`src/rtl/prescaled_counter.sv`:
```
// prescaled_counter: single-clock prescaler producing a step strobe that
// drives an up/down counter with programmable terminal value, synchronous
// load, and free-run (wrap) or one-shot (stop and flag) behaviour.
module prescaled_counter #(
    parameter int WIDTH = 4,
    parameter int PRE_W = 4
) (
    input  logic             clk,
    input  logic             rst,
    input  logic             en,
    input  logic [PRE_W-1:0] div,
    input  logic             up,
    input  logic             oneshot,
    input  logic             load,
    input  logic [WIDTH-1:0] load_val,
    input  logic [WIDTH-1:0] max_val,
    output logic [WIDTH-1:0] q,
    output logic             tick,
    output logic             tc,
    output logic             done
);

    localparam logic [PRE_W-1:0] PRE_ONE = PRE_W'(1);
    localparam logic [WIDTH-1:0] CNT_ONE = WIDTH'(1);

    logic [PRE_W-1:0] pre_cnt;
    logic             at_term;

    // Step strobe; >= lets a reduced div take effect without wrapping pre_cnt.
    always_comb begin
        tick    = !rst && en && (pre_cnt >= div) && !load && !done;
        at_term = up ? (q >= max_val) : (q == '0);
    end

    // Prescaler: restarts on load or step, freezes while disabled or done.
    always_ff @(posedge clk or posedge rst) begin
        if (rst) begin
            pre_cnt <= '0;
        end else if (load) begin
            pre_cnt <= '0;
        end else if (en && !done) begin
            if (pre_cnt >= div)
                pre_cnt <= '0;
            else
                pre_cnt <= pre_cnt + PRE_ONE;
        end
    end

    // Counter, terminal-count pulse and sticky one-shot flag.
    always_ff @(posedge clk or posedge rst) begin
        if (rst) begin
            q    <= '0;
            tc   <= 1'b0;
            done <= 1'b0;
        end else if (load) begin
            q    <= load_val;
            tc   <= 1'b0;
            done <= 1'b0;
        end else if (tick) begin
            tc <= at_term;
            if (at_term) begin
                if (oneshot)
                    done <= 1'b1;
                else
                    q <= up ? '0 : max_val;
            end else begin
                q <= up ? (q + CNT_ONE) : (q - CNT_ONE);
            end
        end else begin
            tc <= 1'b0;
        end
    end

endmodule

```
`config.mk`:
```
export PLATFORM = sky130hd
export DESIGN_NAME = prescaled_counter
export DESIGN_NICKNAME = d
export VERILOG_FILES = /design/src/rtl/prescaled_counter.sv
export SDC_FILE = /design/constraint.sdc
export NUM_CORES = 1
export LEC_CHECK = 0
export CAP_MARGIN = 20
export CORE_ASPECT_RATIO = 0.8
export CORE_MARGIN = 4
export CORE_UTILIZATION = 40
export CTS_CLUSTER_DIAMETER = 40
export CTS_CLUSTER_SIZE = 30
export DETAILED_ROUTE_END_ITERATION = 10
export PLACE_DENSITY = 0.76
export SETUP_SLACK_MARGIN = 0.5
export SLEW_MARGIN = 25
export SYNTH_ARGS = -nofsm -noshare
export SYNTH_HDL_FRONTEND = slang
export SYNTH_SLANG_ARGS = --single-unit
```
`constraint.sdc`:
```
create_clock -name clk -period 2.4 [get_ports clk]
set_input_delay 0.24 -clock clk [delete_from_list [all_inputs] [get_ports clk]]
set_output_delay 0.24 -clock clk [all_outputs]
set_load 0.03 [all_outputs]
```
== Word level (Yosys, flattened, before mapping) ==
Cells that the tools add are included.

* Register bits: 10
* Latch bits: 0
* Memory bits (writable): 0
* Bits in read-only memories: 0
* Input port bits: 18
* Output and inout bits: 7
* Memories kept: 0

* Add/subtract/negate cells: 3
* Multiply operators: 0
* Divide/modulo/power cells: 0
* Order comparisons: 2
* Eq/ne operators: 1
* Shift-type cells: 0
* Multiplexer cells: 16
* Bitwise logic cells: 0
* Reductions and logical operators: 15

{| class="wikitable"
|+ Operator list
! cell !! count
|-
| 2-to-1 mux 4 bit || 9
|-
| adder 4 x 1 -> 4 bit (second input constant) || 2
|-
| >= comparator 4 bit || 2
|-
| nonzero test 2 bit || 4
|-
| 2-to-1 mux 1 bit || 7
|-
| logical AND 1 bit || 5
|-
| logical NOT 4 bit || 1
|-
| subtractor 4 x 1 -> 4 bit (second input constant) || 1
|-
| logical NOT 1 bit || 3
|-
| inequality test 3 bit (second input constant) || 1
|-
| AND reduction 3 bit || 1
|-
| AND reduction 2 bit || 1
|}

== Depth between registers and ports, before layout ==
* Word-level depth: 7
* Mapped depth: 8

== Least setup slack after synthesis ==
OpenSTA, ideal clock, no wires.

* Kind: register to register
* Start point: register q[1]
* End point: register q[3]
* Setup time: 0.130 ns
* Arrival time: 1.941 ns
* Data required time: 2.270 ns
* Path slack: 0.329 ns
* Cell stages (with the launch flop): 7
* Path buffers: 0
* Clock period less this slack: 2.071 ns
* Cell sequence: dfrtp_1 > ha_1 > a21o_1 > a21oi_2 > mux2_2 > a221oi_2 > a211oi_1

* Word-level cells in the longest chain between the ends: 5
* Elaborated cells between the ends (all ways): 11
* Classes of those cells: add/sub (2); order compare (1); eq/ne (1); mux (5); reduce/logical (2)

{| class="wikitable"
|+ RTL lines
! item !! RTL line !! text
|-
| from (decl) || 17 || <nowiki>output logic [WIDTH-1:0] q,</nowiki>
|-
| from (signal assigned) || 56 || <nowiki>q <= load_val;</nowiki>
|-
| from (signal assigned) || 65 || <nowiki>q <= up ? '0 : max_val;</nowiki>
|-
| from (signal assigned) || 67 || <nowiki>q <= up ? (q + CNT_ONE) : (q - CNT_ONE);</nowiki>
|-
| subtractor 4 x 1 -> 4 bit (tied with other cells) || 67 ||
|-
| 2-to-1 mux 4 bit or 2-to-1 mux 1 bit (tied branches) || 67, 32 ||
|-
| 2-to-1 mux 4 bit || 61 || <nowiki>if (at_term) begin</nowiki>
|-
| 2-to-1 mux 4 bit || 59 || <nowiki>end else if (tick) begin</nowiki>
|-
| 2-to-1 mux 4 bit || 55 || <nowiki>end else if (load) begin</nowiki>
|}

Parallel ways exist; a longest one is shown, timed or not. The select of a mux whose other input is x is not followed.
A chain may end at the register's enable or synchronous reset.

== Worst setup path after layout ==
* Start point: register pre_cnt[0]
* End point: output port tick

* Word-level cells in the longest chain between the ends: 4

{| class="wikitable"
|+ RTL lines
! item !! RTL line !! text
|-
| from (decl) || 26 || <nowiki>logic [PRE_W-1:0] pre_cnt;</nowiki>
|-
| from (signal assigned) || 45 || <nowiki>pre_cnt <= pre_cnt + PRE_ONE;</nowiki>
|-
| >= comparator 4 bit || 31 || <nowiki>tick = !rst && en && (pre_cnt >= div) && !load && !done;</nowiki>
|-
| logical AND 1 bit (3 in a row) || 31 ||
|-
| to (decl) || 18 || <nowiki>output logic tick,</nowiki>
|}

Every way passes these cells.

==> impl_metrics.csv <==
group,metric,value,unit
logic_synthesis,syn_area,902,µm²
setup_path,cp.required,2.16,ns
timing,hold_violations,0,
pwr,ir_drop,0.274,mV
layout,fillers,170,
placement,place.gp.congestion,0.870,
cts,root_buffer,"clkbuf_4",
cts,clkLatencyLatePin,0.26,ns
setup_path,reg2reg_depth,9,
timing,hold_ws,0.287,ns
setup_path,cp_max_fo,2,
setup_path,rrSetupSlack,0.53,ns
logic_synthesis,syn_inst,102,
logic_synthesis,syn_nets,132,
global_routing,grt_pass1_vias,839,
timing,finalSetupTns,0,ns
timing,setup_viol,0,
routing,drt-wirelength-per-cell,14.2,µm
routing,drt_iter0_drc,30,
floorplan,num_rows,15,
logic_synthesis,synth_edf_count,0,
logic_synthesis,synth_seq_cells,10,
cts,clk_pin_slew_worst_paths,0.07,ns
layout,area_delta_synth_final,50.8,%
layout,nets,174,
global_routing,grt_pass1_wl,3660,µm
logic_synthesis,syn_avg_cell_area,8.84,µm²
min_path,hold_path.class,"primary input to asynchronous set/reset pin",
cts,cts_hold_buf,0,
setup_path,crit_type,"flip-flop to output port",
routing,ant_nets,0,
pwr,total_power,0.553,mW
timing,fmax,487,MHz
setup_path,critPathArrivalTime,1.81,ns
timing,skew,0.00498,ns
layout,layout-drive-gt1-share,26.1,%
cts,cts_buffer_depth,2,
cts,cts_max_level,1,
floorplan,die_h,50.5,µm
floorplan,die_area,3080,µm²
timing,worst_slew_pin_slew,0.404,ns
routing,drc,0,
global_routing,use_met3,5.66,%
floorplan,ios,25,
layout,diodes,0,
timing,maxSlewViolCount,0,
pwr,power.density,407,nW/µm²
timing,post-route-period-util,85.6,%
global_routing,grt_max_degree,14,
timing,rsz0062_at_grt,"yes",
cts,cts_inserted_buffers,3,
logic_synthesis,async_reset_ff_share,100,%
layout,final_core_util,63.0,%
floorplan,core,2160,µm²
setup_path,crit_path_start_kind,"flip-flop",
global_routing,grt_overflow,0,
cts,cts_tree,"yes",
placement,dp_slack,-0.126,ns
routing,vias_per_cell,5.40,
timing,min_period,2.05,ns
logic_synthesis,ys.flop_type,"dfrtp_1",
pwr,leakage,0.619,nW
floorplan,initial_utilization,41.8,%
routing,vias,902,
placement,portBuffers,24,
logic_synthesis,ys_seq_area_share,27.7,%
floorplan,die_w,61.1,µm
placement,dpl.hpwl,1790,µm
job,drv_cap,0,
setup_path,rr_startpoint,"pre_cnt[0]",
timing,max_slew_margin,72.8,%
setup_path,r2r_end,"q[1]",
setup_path,cp-end-kind,"output port",
logic_synthesis,yosys_warnings,0,
status,status,"complete, no violations",
routing,routed_wl,2370,µm
cts,cts.sinks,10,
logic_synthesis,ys_types,35,
routing,drt_first_pass_iters,4,
global_routing,grt_use_met1,20.9,%
global_routing,grt_util_all_layers,16.0,%
global_routing,grt_antenna_before_repair,0,
timing,worst_slack,0.347,ns
global_routing,top_usage_layer,"met2",
global_routing,met2_usage,24.6,%
worst max-delay path by stage:
stage	from	end	slack [ns]	depth (start not counted)
2_1_floorplan	pre_cnt[0]	q[1]	0.50	8
3_3_place_gp	div[1]	tick	-0.12	7
3_5_place_dp	div[0]	tick	-0.13	7
4_1_cts	pre_cnt[0]	tick	0.28	7
5_1_grt	pre_cnt[0]	tick	0.30	7
6_report	pre_cnt[0]	tick	0.35	7
registers in the layout, summed over array words and instances (netlist names):
signal and cells:
tc 1, q 4, done 1, pre_cnt 4
logic make-up (layout without fill, tap and decap cells):
family,Yosys count,after routing,synth area share (%)
and+or+nand+nor,33,33,20.5
buffers and inverters,12,52,4.99
muxes,2,2,2.36
xor gates and xnor gates,2,2,1.94
DFF,10,10,27.7
adders and majority gates,12,12,17.5
AOI/OAI and AO/OA,31,31,25.0
per-layer routing:
metal	up-vias	wire length (µm)	part of all wire [%]
li1	449	-	-
met1	413	1020	43
met2	36	1160	49
met3	4	172	7.2
met4	0	21	0.88
met5	-	0	0
what timing repair did:
action	in CTS	in global routing
pin swaps	6	4
resized for setup	17	2
endpoints found under the setup margin	7	7
buffers inserted	3	5
through the flow:
step	cell area, µm²	std cells
floorplan	928	102
global placement	1240	156
detailed placement	1240	156
CTS	1320	162
global route	1360	167
finish	1360	167
synth_stat cells (2+ instances only):
cell	count	share of area, %
dfrtp_1	10	28
nand3_1	3	1.7
and2_1	2	1.4
nand2_1	7	2.9
nand2b_1	3	2.1
xnor2_1	2	1.9
o211ai_1	4	3.3
nor3_1	2	1.1
a21o_1	3	2.5
o21ai_0	6	3.3
nor2_1	8	3.3
a2bb2oi_1	2	1.9
nor2b_1	4	2.8
a21oi_1	5	2.8
ha_1	11	15
inv_1	11	4.6
power by group:
part           switching, mW  leakage (nW)  total [mW]  internal, mW
combinational          0.116         0.479       0.244         0.128
clock                 0.0575        0.0138       0.115        0.0579
sequential            0.0147         0.126       0.194         0.179
final cells by class:
class	instances	area, µm²	share of cell area, %
timing repair buffer	38	344	25.3
inverter	11	45.0	3.31
clock buffer	3	22.5	1.66
tap	25	31.3	2.30
multi-input combinational	80	662	48.7
sequential	10	255	18.8
cells in the final DEF (no fill, tap or decap), drive strengths merged, types with 2 or more instances in the layout:
| cell type | count |
|---|---|
| nand3 | 4 |
| ha | 11 |
| and2 | 2 |
| nor3 | 2 |
| inv | 10 |
| clkdlybuf4s50 | 21 |
| o21ai | 7 |
| a2bb2oi | 2 |
| a21o | 3 |
| buf | 15 |
| dlygate4sd2 | 2 |
| clkbuf | 3 |
| nand2b | 3 |
| nor2b | 4 |
| nand2 | 7 |
| a21oi | 6 |
| o211ai | 4 |
| dfrtp | 10 |
| xnor2 | 2 |
| nor2 | 8 |
critical path, stage by stage, from the launching register on:
cell	delay, ns
dfrtp_1	0.40
inv_2	0.08
ha_4	0.19
nand2b_4	0.12
a2111o_1	0.42
nand3_4	0.10
clkinvlp_4	0.09
buf_6	0.14
Power figures use the tool's default switching activity.
==> RTL edit (same settings) <==
Put one more register stage on the output `tc`, with the module's reset. The value now appears one clock later. The other outputs are not delayed to match.
--- a/src/rtl/prescaled_counter.sv
+++ b/src/rtl/prescaled_counter.sv
@@ -22,6 +22,8 @@
 
     localparam logic [PRE_W-1:0] PRE_ONE = PRE_W'(1);
     localparam logic [WIDTH-1:0] CNT_ONE = WIDTH'(1);
+
+    logic tc_s0;
 
     logic [PRE_W-1:0] pre_cnt;
     logic             at_term;
@@ -50,14 +52,14 @@
     always_ff @(posedge clk or posedge rst) begin
         if (rst) begin
             q    <= '0;
-            tc   <= 1'b0;
+            tc_s0 <= 1'b0;
             done <= 1'b0;
         end else if (load) begin
             q    <= load_val;
-            tc   <= 1'b0;
+            tc_s0 <= 1'b0;
             done <= 1'b0;
         end else if (tick) begin
-            tc <= at_term;
+            tc_s0 <= at_term;
             if (at_term) begin
                 if (oneshot)
                     done <= 1'b1;
@@ -67,7 +69,15 @@
                 q <= up ? (q + CNT_ONE) : (q - CNT_ONE);
             end
         end else begin
-            tc <= 1'b0;
+            tc_s0 <= 1'b0;
+        end
+    end
+
+    always_ff @(posedge clk or posedge rst) begin
+        if (rst) begin
+            tc <= '0;
+        end else begin
+            tc <= tc_s0;
         end
     end
 
Formal check against the unedited RTL: not equivalent (Yosys sat finds a counterexample within 4 cycles, from zero or initial values and one cycle with rst high).
==> RTL edit against the original RTL <==
Routed wire length shrank 0.67%. Sequential cell count rose by 1. Core utilization is 0.61 points higher. Total power up 5.7%. Via count shrank 1.6%. Setup slack improved by 34 ps. Synthesized area increased by 2.2%. Design area rose by 1.8%. Critical path type unchanged. Highest routed layer unchanged. Register-to-register slack got worse by 20 ps. Clock skew rose by 0.66 ps.
==> RTL edit: results (changes against the original RTL) <==
[status]
status=finished clean

[yosys]
seq_area_frac_synth_pct=29.9  ; +2.1 points
synth_cell_types=35  ; unchanged
yosys-top-cells-area=dfrtp_1 30%, ha_1 15%, inv_1 4.5%
yosysWarnings=0  ; unchanged
ys.flop_type=dfrtp_1
async_reset_ff_share_pct=100  ; unchanged
synth_area_per_cell_um2=8.95  ; +1.2%
syn-num-nets=133  ; +0.76%
synth_common_cells=11 x dfrtp_1, 11 x ha_1, 11 x inv_1, 8 x nor2_1, 7 x nand2_1

[setup_path]
cp_max_fo=2  ; unchanged
slowest_delay_ps=440  ; +20 ps
r2r_slack_ps=510  ; -20 ps
rr_endpoint=q[3]$_DFFE_PP0P_
crit_arrival_ps=1780  ; -30 ps
worst_path_max_delay_cell=a2111o_1
reg2regPathDepth=6  ; -3
r2r-start=q[1]$_DFFE_PP0P_

[layout]
drive_gt1_share_pct=26.1  ; unchanged
n_antenna_cell=0  ; unchanged
top_regs=pre_cnt x4, q x4
layout.nets=173  ; -0.57%
fillers=184  ; +8.2%

[global_routing]
grt_pass1_vias=875  ; +4.3%
grt_usage_pct=16.0  ; +0.048 points
grt_pass1_wl_mm=3.92  ; +7.0%
grt_max_degree=14  ; unchanged
antenna_found_initial=0  ; unchanged

[clock_tree]
clk_pin_slew_ps=70  ; about the same
cts-root-buf=clkbuf_4
htreeDepth=1  ; unchanged
clock_latency_ps=270
cts_made_buffers=3  ; unchanged
clk_path_buf_depth=2  ; unchanged

[detailed_routing]
vias=888  ; -1.6%
dr.pass1.iters=4  ; unchanged
wl_per_cell_um=14.1  ; -0.67%
remaining_drc_errors=0  ; unchanged
drt_iter0_drc=42  ; +40%
drt_wl_total_mm=2.36  ; -0.67%

[place]
port_buffers=24  ; unchanged
pre_cts_ws_ps=-101  ; +25.1 ps
hpwl_mm=1.85  ; +3.1%
globalplace.congestion=0.909  ; +4.4%
placed_cells=155  ; -0.64%

[power_and_ir_drop]
p_leak_nw=0.637  ; +3.0%
vdd.ir_drop.worst_v=0.000426  ; +56%

[hold_path]
hp-class=in -> async

[timing]
worst_pin_slew_ps=407  ; +2.59 ps
clock_skew_ps=5.64  ; +0.658 ps
holdWs_ps=316  ; +29.6 ps

[RTL edit: final cells by class]
type / count / area, um^2 / share of cell area, %
well taps: 25 / 31.3 / 2.26
inverters: 11 / 41.3 / 2.98
multi-input cells: 80 / 679 / 49.1
repair buffers: 36 / 328 / 23.7
flip-flops and latches: 11 / 279 / 20.1
clock buffers: 4 / 26.3 / 1.90
[RTL edit: routing by layer]
layer / vias to the layer above / part of all wire (%) / global-route usage (%) / wire (um)
met5: - / 0 / 0 / 0
met4: 0 / 0.30 / 1.06 / 7
met3: 2 / 6.0 / 5.05 / 142
met2: 30 / 46 / 22.8 / 1080
met1: 407 / 48 / 24.4 / 1130
li1: 449 / - / - / -
[RTL edit: worst max-delay path: cells and delay by family (launching register included)]
kind	cells	cell delay [ps]
AOI/OAI and AO/OA	1	440
DFF	1	390
buffers and inverters	3	260
and+or+nand+nor	2	220
adders and majority gates	1	190
[RTL edit: stage by stage]
step           setup TNS, ps  instance area (um^2)
2_1_floorplan              0                   948
3_3_place_gp           -88.2                  1250
3_5_place_dp            -101                  1250
4_1_cts                    0                  1310
5_1_grt                    0                  1390
6_report                   0                  1390
[RTL edit: cell families (layout without fill, tap and decap cells)]
group / Yosys count / after routing / synth area share, %
muxes: 2 / 2 / 2.31
and+or+nand+nor: 33 / 33 / 19.7
DFF: 11 / 11 / 29.9
buffers and inverters: 12 / 51 / 4.88
adders and majority gates: 12 / 12 / 17.1
xor gates and xnor gates: 2 / 2 / 1.90
AOI/OAI and AO/OA: 31 / 31 / 24.3
[RTL edit: repair_timing]
item,4_1_cts,5_1_grt
gates cloned,0,0
setup buffers,2,6
pin swaps,3,6
resized for setup,16,5
endpoints found under the setup margin,6,5
[RTL edit: how the worst max path moves through the flow]
| stage | slack (ps) | to | start |
|---|---|---|---|
| after floorplan | 510 | q[3]$_DFFE_PP0P_ | q[1]$_DFFE_PP0P_ |
| after global placement | -90 | tick | div[0] |
| after detailed placement | -100 | tick | div[0] |
| after CTS | 420 | tick | pre_cnt[0]$_DFFE_PP0P_ |
| after global routing | 330 | tick | pre_cnt[0]$_DFFE_PP0P_ |
| final | 380 | tick | pre_cnt[0]$_DFFE_PP0P_ |
[RTL edit: power breakdown]
group | internal (mW) | switching, mW
Clock | 0.0644 | 0.0614
Combinational | 0.129 | 0.118
Sequential | 0.196 | 0.0150
Total | 0.390 | 0.195
